--- src/rtl/drive_input_ctrl.sv ---
// drive_input_ctrl: driver-side front end for the vehicle physics block.
// It turns the raw start and gear buttons and the brake-pedal ADC sample into
// engine_on, current_gear and the brake flags. It also enforces the start and
// shift interlocks, using the speed fed back from the physics block.
//
// Ports
//   clk, rst          system clock; synchronous active-high reset
//   btn_start         raw start/stop button (asynchronous)
//   btn_gear_up/down  raw gear buttons (asynchronous); up moves toward D, down toward P
//   adc_brake[7:0]    brake pedal sample, 0 = released
//   speed[7:0]        vehicle speed from the physics block
//   engine_on         high only while the engine FSM is in RUN
//   current_gear[3:0] 3=P 6=R 9=N 12=D
//   is_brake_normal   normal brake band (never high together with is_brake_hard)
//   is_brake_hard     hard brake band
//   shift_reject      1-cycle pulse when an interlock refuses a start or shift request

// Per-button conditioner: 2-FF synchronizer, then a stability counter, then
// a one-shot pulse on the accepted 0->1 transition.
module drive_input_ctrl_btn #(
  parameter logic [15:0] DEBOUNCE_CYCLES = 16'd50000
) (
  input  logic clk,
  input  logic rst,
  input  logic btn,
  output logic pulse
);
  logic [1:0]  sync;
  logic        db;
  logic [15:0] cnt;

  always_ff @(posedge clk) begin
    if (rst) begin
      sync  <= '0;
      db    <= 1'b0;
      cnt   <= '0;
      pulse <= 1'b0;
    end else begin
      sync  <= {sync[0], btn};
      pulse <= 1'b0;
      // The counter runs only while the synchronized level differs from the
      // accepted level. Any bounce back restarts it.
      if (sync[1] == db) begin
        cnt <= '0;
      end else if (cnt == DEBOUNCE_CYCLES - 16'd1) begin
        db    <= sync[1];
        cnt   <= '0;
        pulse <= sync[1];
      end else begin
        cnt <= cnt + 16'd1;
      end
    end
  end
endmodule

module drive_input_ctrl #(
  parameter logic [15:0] DEBOUNCE_CYCLES = 16'd50000,
  parameter logic [23:0] CRANK_CYCLES    = 24'd500000,
  parameter logic [7:0]  BRAKE_NORM_TH   = 8'd40,
  parameter logic [7:0]  BRAKE_HARD_TH   = 8'd180,
  parameter logic [7:0]  BRAKE_HYST      = 8'd8
) (
  input  logic       clk,
  input  logic       rst,
  input  logic       btn_start,
  input  logic       btn_gear_up,
  input  logic       btn_gear_down,
  input  logic [7:0] adc_brake,
  input  logic [7:0] speed,
  output logic       engine_on,
  output logic [3:0] current_gear,
  output logic       is_brake_normal,
  output logic       is_brake_hard,
  output logic       shift_reject
);
  localparam int NUM_BTN = 3;
  localparam logic [3:0] G_P = 4'd3, G_R = 4'd6, G_N = 4'd9, G_D = 4'd12;

  typedef enum logic [1:0] {S_OFF, S_CRANK, S_RUN} state_t;

  // ---- button conditioning: [0]=start [1]=up [2]=down
  logic [NUM_BTN-1:0] btn_raw, btn_pulse;
  assign btn_raw = {btn_gear_down, btn_gear_up, btn_start};

  for (genvar i = 0; i < NUM_BTN; i++) begin : g_btn
    drive_input_ctrl_btn #(.DEBOUNCE_CYCLES(DEBOUNCE_CYCLES)) u_btn (
      .clk  (clk),
      .rst  (rst),
      .btn  (btn_raw[i]),
      .pulse(btn_pulse[i])
    );
  end

  logic start_p, up_p, dn_p;
  assign start_p = btn_pulse[0];
  assign up_p    = btn_pulse[1];
  assign dn_p    = btn_pulse[2];

  // ---- brake bands with release hysteresis
  logic nb_q, nb_nx, hard_nx, normal_nx;

  always_comb begin
    hard_nx   = is_brake_hard ? (adc_brake >= BRAKE_HARD_TH - BRAKE_HYST)
                              : (adc_brake >= BRAKE_HARD_TH);
    nb_nx     = nb_q ? (adc_brake >= BRAKE_NORM_TH - BRAKE_HYST)
                     : (adc_brake >= BRAKE_NORM_TH);
    // Hard has priority, so the two flags are mutually exclusive.
    normal_nx = !hard_nx && nb_nx;
  end

  always_ff @(posedge clk) begin
    if (rst) begin
      nb_q            <= 1'b0;
      is_brake_hard   <= 1'b0;
      is_brake_normal <= 1'b0;
    end else begin
      nb_q            <= nb_nx;
      is_brake_hard   <= hard_nx;
      is_brake_normal <= normal_nx;
    end
  end

  // ---- engine FSM and gear selector
  state_t      state, state_nx;
  logic [23:0] crank_cnt, crank_cnt_nx;
  logic [3:0]  gear_nx;
  logic        rej_nx, brk, spd0;

  assign brk       = is_brake_hard | is_brake_normal;
  assign spd0      = (speed == 8'd0);
  assign engine_on = (state == S_RUN);

  always_comb begin
    state_nx     = state;
    crank_cnt_nx = crank_cnt;
    gear_nx      = current_gear;
    rej_nx       = 1'b0;

    case (state)
      S_OFF: if (start_p) begin
        if (brk && current_gear == G_P) begin
          state_nx     = S_CRANK;
          crank_cnt_nx = '0;
        end else begin
          rej_nx = 1'b1;
        end
      end
      S_CRANK: begin
        if (crank_cnt == CRANK_CYCLES - 24'd1) begin
          state_nx     = S_RUN;
          crank_cnt_nx = '0;
        end else begin
          crank_cnt_nx = crank_cnt + 24'd1;
        end
      end
      S_RUN: if (start_p) begin
        if (spd0 && current_gear == G_P) state_nx = S_OFF;
        else                             rej_nx   = 1'b1;
      end
      default: state_nx = S_OFF;
    endcase

    // Shifts are judged against the pre-edge state, so a start pulse that
    // leaves RUN in this cycle does not suppress a coincident shift.
    if (state == S_RUN) begin
      if (up_p && dn_p) begin
        rej_nx = 1'b1;
      end else if (up_p) begin
        case (current_gear)
          G_P:     if (brk && spd0)   gear_nx = G_R; else rej_nx = 1'b1;
          G_R:                        gear_nx = G_N;
          G_N:     if (brk || !spd0)  gear_nx = G_D; else rej_nx = 1'b1;
          default: gear_nx = current_gear;  // D: top of range
        endcase
      end else if (dn_p) begin
        case (current_gear)
          G_D:                        gear_nx = G_N;
          G_N:     if (brk && spd0)   gear_nx = G_R; else rej_nx = 1'b1;
          G_R:     if (spd0)          gear_nx = G_P; else rej_nx = 1'b1;
          default: gear_nx = current_gear;  // P: bottom of range
        endcase
      end
    end
  end

  always_ff @(posedge clk) begin
    if (rst) begin
      state        <= S_OFF;
      crank_cnt    <= '0;
      current_gear <= G_P;
      shift_reject <= 1'b0;
    end else begin
      state        <= state_nx;
      crank_cnt    <= crank_cnt_nx;
      current_gear <= gear_nx;
      shift_reject <= rej_nx;
    end
  end
endmodule

--- config.mk ---
export PLATFORM = sky130hd
export DESIGN_NAME = drive_input_ctrl
export DESIGN_NICKNAME = d
export VERILOG_FILES = /design/src/rtl/drive_input_ctrl.sv
export SDC_FILE = /design/constraint.sdc
export NUM_CORES = 1
export LEC_CHECK = 0
export CAP_MARGIN = 5
export CORE_ASPECT_RATIO = 0.7
export CORE_UTILIZATION = 45
export DETAILED_ROUTE_END_ITERATION = 6
export MAX_ROUTING_LAYER = met4
export PLACE_DENSITY = 0.74
export SLEW_MARGIN = 20
export SYNTH_ARGS = -nofsm -noshare
export SYNTH_HDL_FRONTEND = slang
export SYNTH_SLANG_ARGS = --single-unit
--- constraint.sdc ---
create_clock -name clk -period 2.8 [get_ports clk]
set_input_delay 0.56 -clock clk [delete_from_list [all_inputs] [get_ports clk]]
set_output_delay 0.56 -clock clk [all_outputs]
set_load 0.1 [all_outputs]
==> metrics.txt <==
Worst EP required=approximately 3 ns; Die W=119 um; CP max stage cell=or4_4; post-CTS setup buffer count=0; max-slew violations=0; total CTS buffers=9; ant diodes=0; VDD IR max=0.292 mV; clk sinks=94; Clk Latency, worst-skew pair=0.33 ns; Worst Path Class, Setup=in -> reg; area leader, netlist=dfxtp_1; Min-Delay Path Class=reg -> reg; critical path launch point type=input port; Post-synth top cells=94 x dfxtp_1, 93 x nor2_1, 36 x xor2_1; Final min period=2.35 ns; Die Footprint=9980 sq um; initial antenna violation count=0; WL/cell=13.3 um; RSZ-0062 raised after global routing=false; fmax=0.425 GHz; largest stage delay on the critical path=0.58 ns; Post-Syn Area=approximately 4300 sq um; drt pass-1 iters=5; predominant post-synthesis flop cell=dfxtp_1; routability cong.=0.838; ratio of final minimum period to clock period=83.9%; gr ovfl total=0; Clock Path Buffers=2; I/O Buffers=26; Final ANT Viol Nets=0; syn nets=522; most common cell in the netlist=dfxtp_1; Via density=5.44; final wirelength=~8700 um; static leakage=1.71 nW; Clk pin slew, worst setup/hold paths=0.06 ns; max_cap viols=0; final setup violation count=0; first-pass GRT wire length=about 15,000 um; core region area=9180 sq um; IO Pins=29; Synth area leaders=dfxtp_1 44%, nor2_1 8.1%, xor2_1 7.3%; Yosys warnings=0; GRT Overall Usage=a little under a fifth; status=finished clean; worst-margin pin slew=0.775 ns; layout cells sized above 1=approximately 7.6%; post_cts resized=0; Initial Util=between 40 and 50%; cells along the critical path=clkdlybuf4s50_1 -> or4_4 -> nor2_8 -> o311ai_4 -> a2111o_1 -> a221o_1; Area growth syn-to-layout=16.1%; FP Rows=29; Post-synth EDFFs=0; final design utilization=54.5%; via count=3,551; Hold-fix buffers, CTS=0; Unique masters post-synth=56; post-synthesis sequential area ratio=43.7%; synthesized area per cell=8.69 sq um; clk_skew=0.00518 ns; Detailed Route Iter0 Violations=roughly 210; Layout Nets=551; Max-slew headroom=47.8%; HPWL Detailed=6240 um; Worst Setup End Kind=flop; CP Max Fanout=6; chip height=between 80 and 90 um; worst path arrival time=2.57 ns; Remaining DRCs=0; vias in the first global route=3,322; Hold Violations, Final=0; Synth Register Bits=94; pwr dens=between 500 and 600 nW/um^2; post-synth top area share=a little over two fifths; Synth Instances=slightly below 500; asr flop ratio synth=0%; largest net degree at the start of global routing=17; CTS tree=yes; Post-Route Setup TNS=0 ns; CTS root buf=clkbuf_16; H-tree depth=3
power by group:
part	switching, mW	internal [mW]	leakage, nW
combinational	0.0472	0.0397	0.799
sequential	0.00509	1.35	0.759
clock	0.494	0.777	0.152
total	0.546	2.16	1.71
registers in the layout, summed over array words and instances (netlist names):
signal and flops:
crank_cnt 24, current_gear 4, g_btn.u_btn.cnt 48, g_btn.u_btn.db 3, g_btn.u_btn.pulse 3, g_btn.u_btn.sync 6
is_brake_hard 1, is_brake_normal 1, nb_q 1, shift_reject 1, state 2
cell usage in the layout (no fill, tap or decap), drive strengths merged, types with 3 or more instances in the layout:
cell type / count
dfxtp: 94
nor2: 94
xor2: 36
nand2: 30
nand3: 29
xnor2: 22
nand4: 21
and3: 18
clkdlybuf4s50: 18
buf: 14
a21oi: 11
a31oi: 11
nor4: 11
o21ai: 10
inv: 10
nor3: 9
nor2b: 9
clkbuf: 9
and2: 7
nor4b: 6
nand2b: 5
ha: 5
mux2i: 4
or4: 4
or3: 3
final timing paths:
kind | slack, ns | from | to | cells after the start
hold reg to reg | 0.45 | g_btn[1].u_btn.cnt[0]$_SDFF_PP0_ | g_btn[1].u_btn.cnt[0]$_SDFF_PP0_ | 1
setup reg to reg | 0.74 | crank_cnt[6]$_SDFFE_PP0P_ | crank_cnt[18]$_SDFFE_PP0P_ | 5
setup / recovery | 0.45 | speed[5] | current_gear[0]$_SDFFE_PP1P_ | 6
hold / removal | 0.45 | g_btn[1].u_btn.cnt[0]$_SDFF_PP0_ | g_btn[1].u_btn.cnt[0]$_SDFF_PP0_ | 1
through the flow:
step	instances	hold slack [ns]	instance area [sq um]	setup WS (ns)	power, mW
CTS	653	0.447	5000	0.463	2.73
floorplan	496	0.414	4310	0.312	1.43
detailed placement	638	0.433	4690	0.114	1.47
global placement	638	0.431	4690	0.142	1.47
global route	653	0.472	5000	0.417	2.80
finish	653	0.446	5000	0.450	2.71
worst max-delay path: cells and delay by family:
kind | cells | cell delay, ns
compound gates | 3 | 0.84
simple gates | 2 | 0.77
buf+inv | 1 | 0.40
metal layers:
layer / part of all wire (%) / vias up / wire length, um / global-route usage (%)
li1: - / 1801 / - / -
met1: 49 / 1639 / 4220 / 24.8
met2: 45 / 98 / 3890 / 29.4
met3: 5.2 / 13 / 454 / 5.33
met4: 1.4 / 0 / 118 / 5.52
met5: 0 / - / 0 / -
final cells by class:
cell class,count,area [sq um]
Clock inverter,6,86.3
Inverter,9,33.8
Tap cell,124,155
Clock buffer,9,225
Multi-Input combinational cell,379,2340
Fill cell,808,4180
Sequential cell,94,1880
Timing Repair Buffer,32,285
cells by family after synthesis:
kind of cell / count (synthesis) / synth area share [%]
AO/OA/AOI/OAI: 57 / 9.50
XOR/XNOR: 58 / 11.8
adder cells (fa/ha/maj): 5 / 1.45
buffers and inverters: 23 / 2.09
flip-flops: 94 / 43.7
multiplexers: 4 / 0.929
AND/OR/NAND/NOR: 255 / 30.6
(Power assumes the default switching activity.)
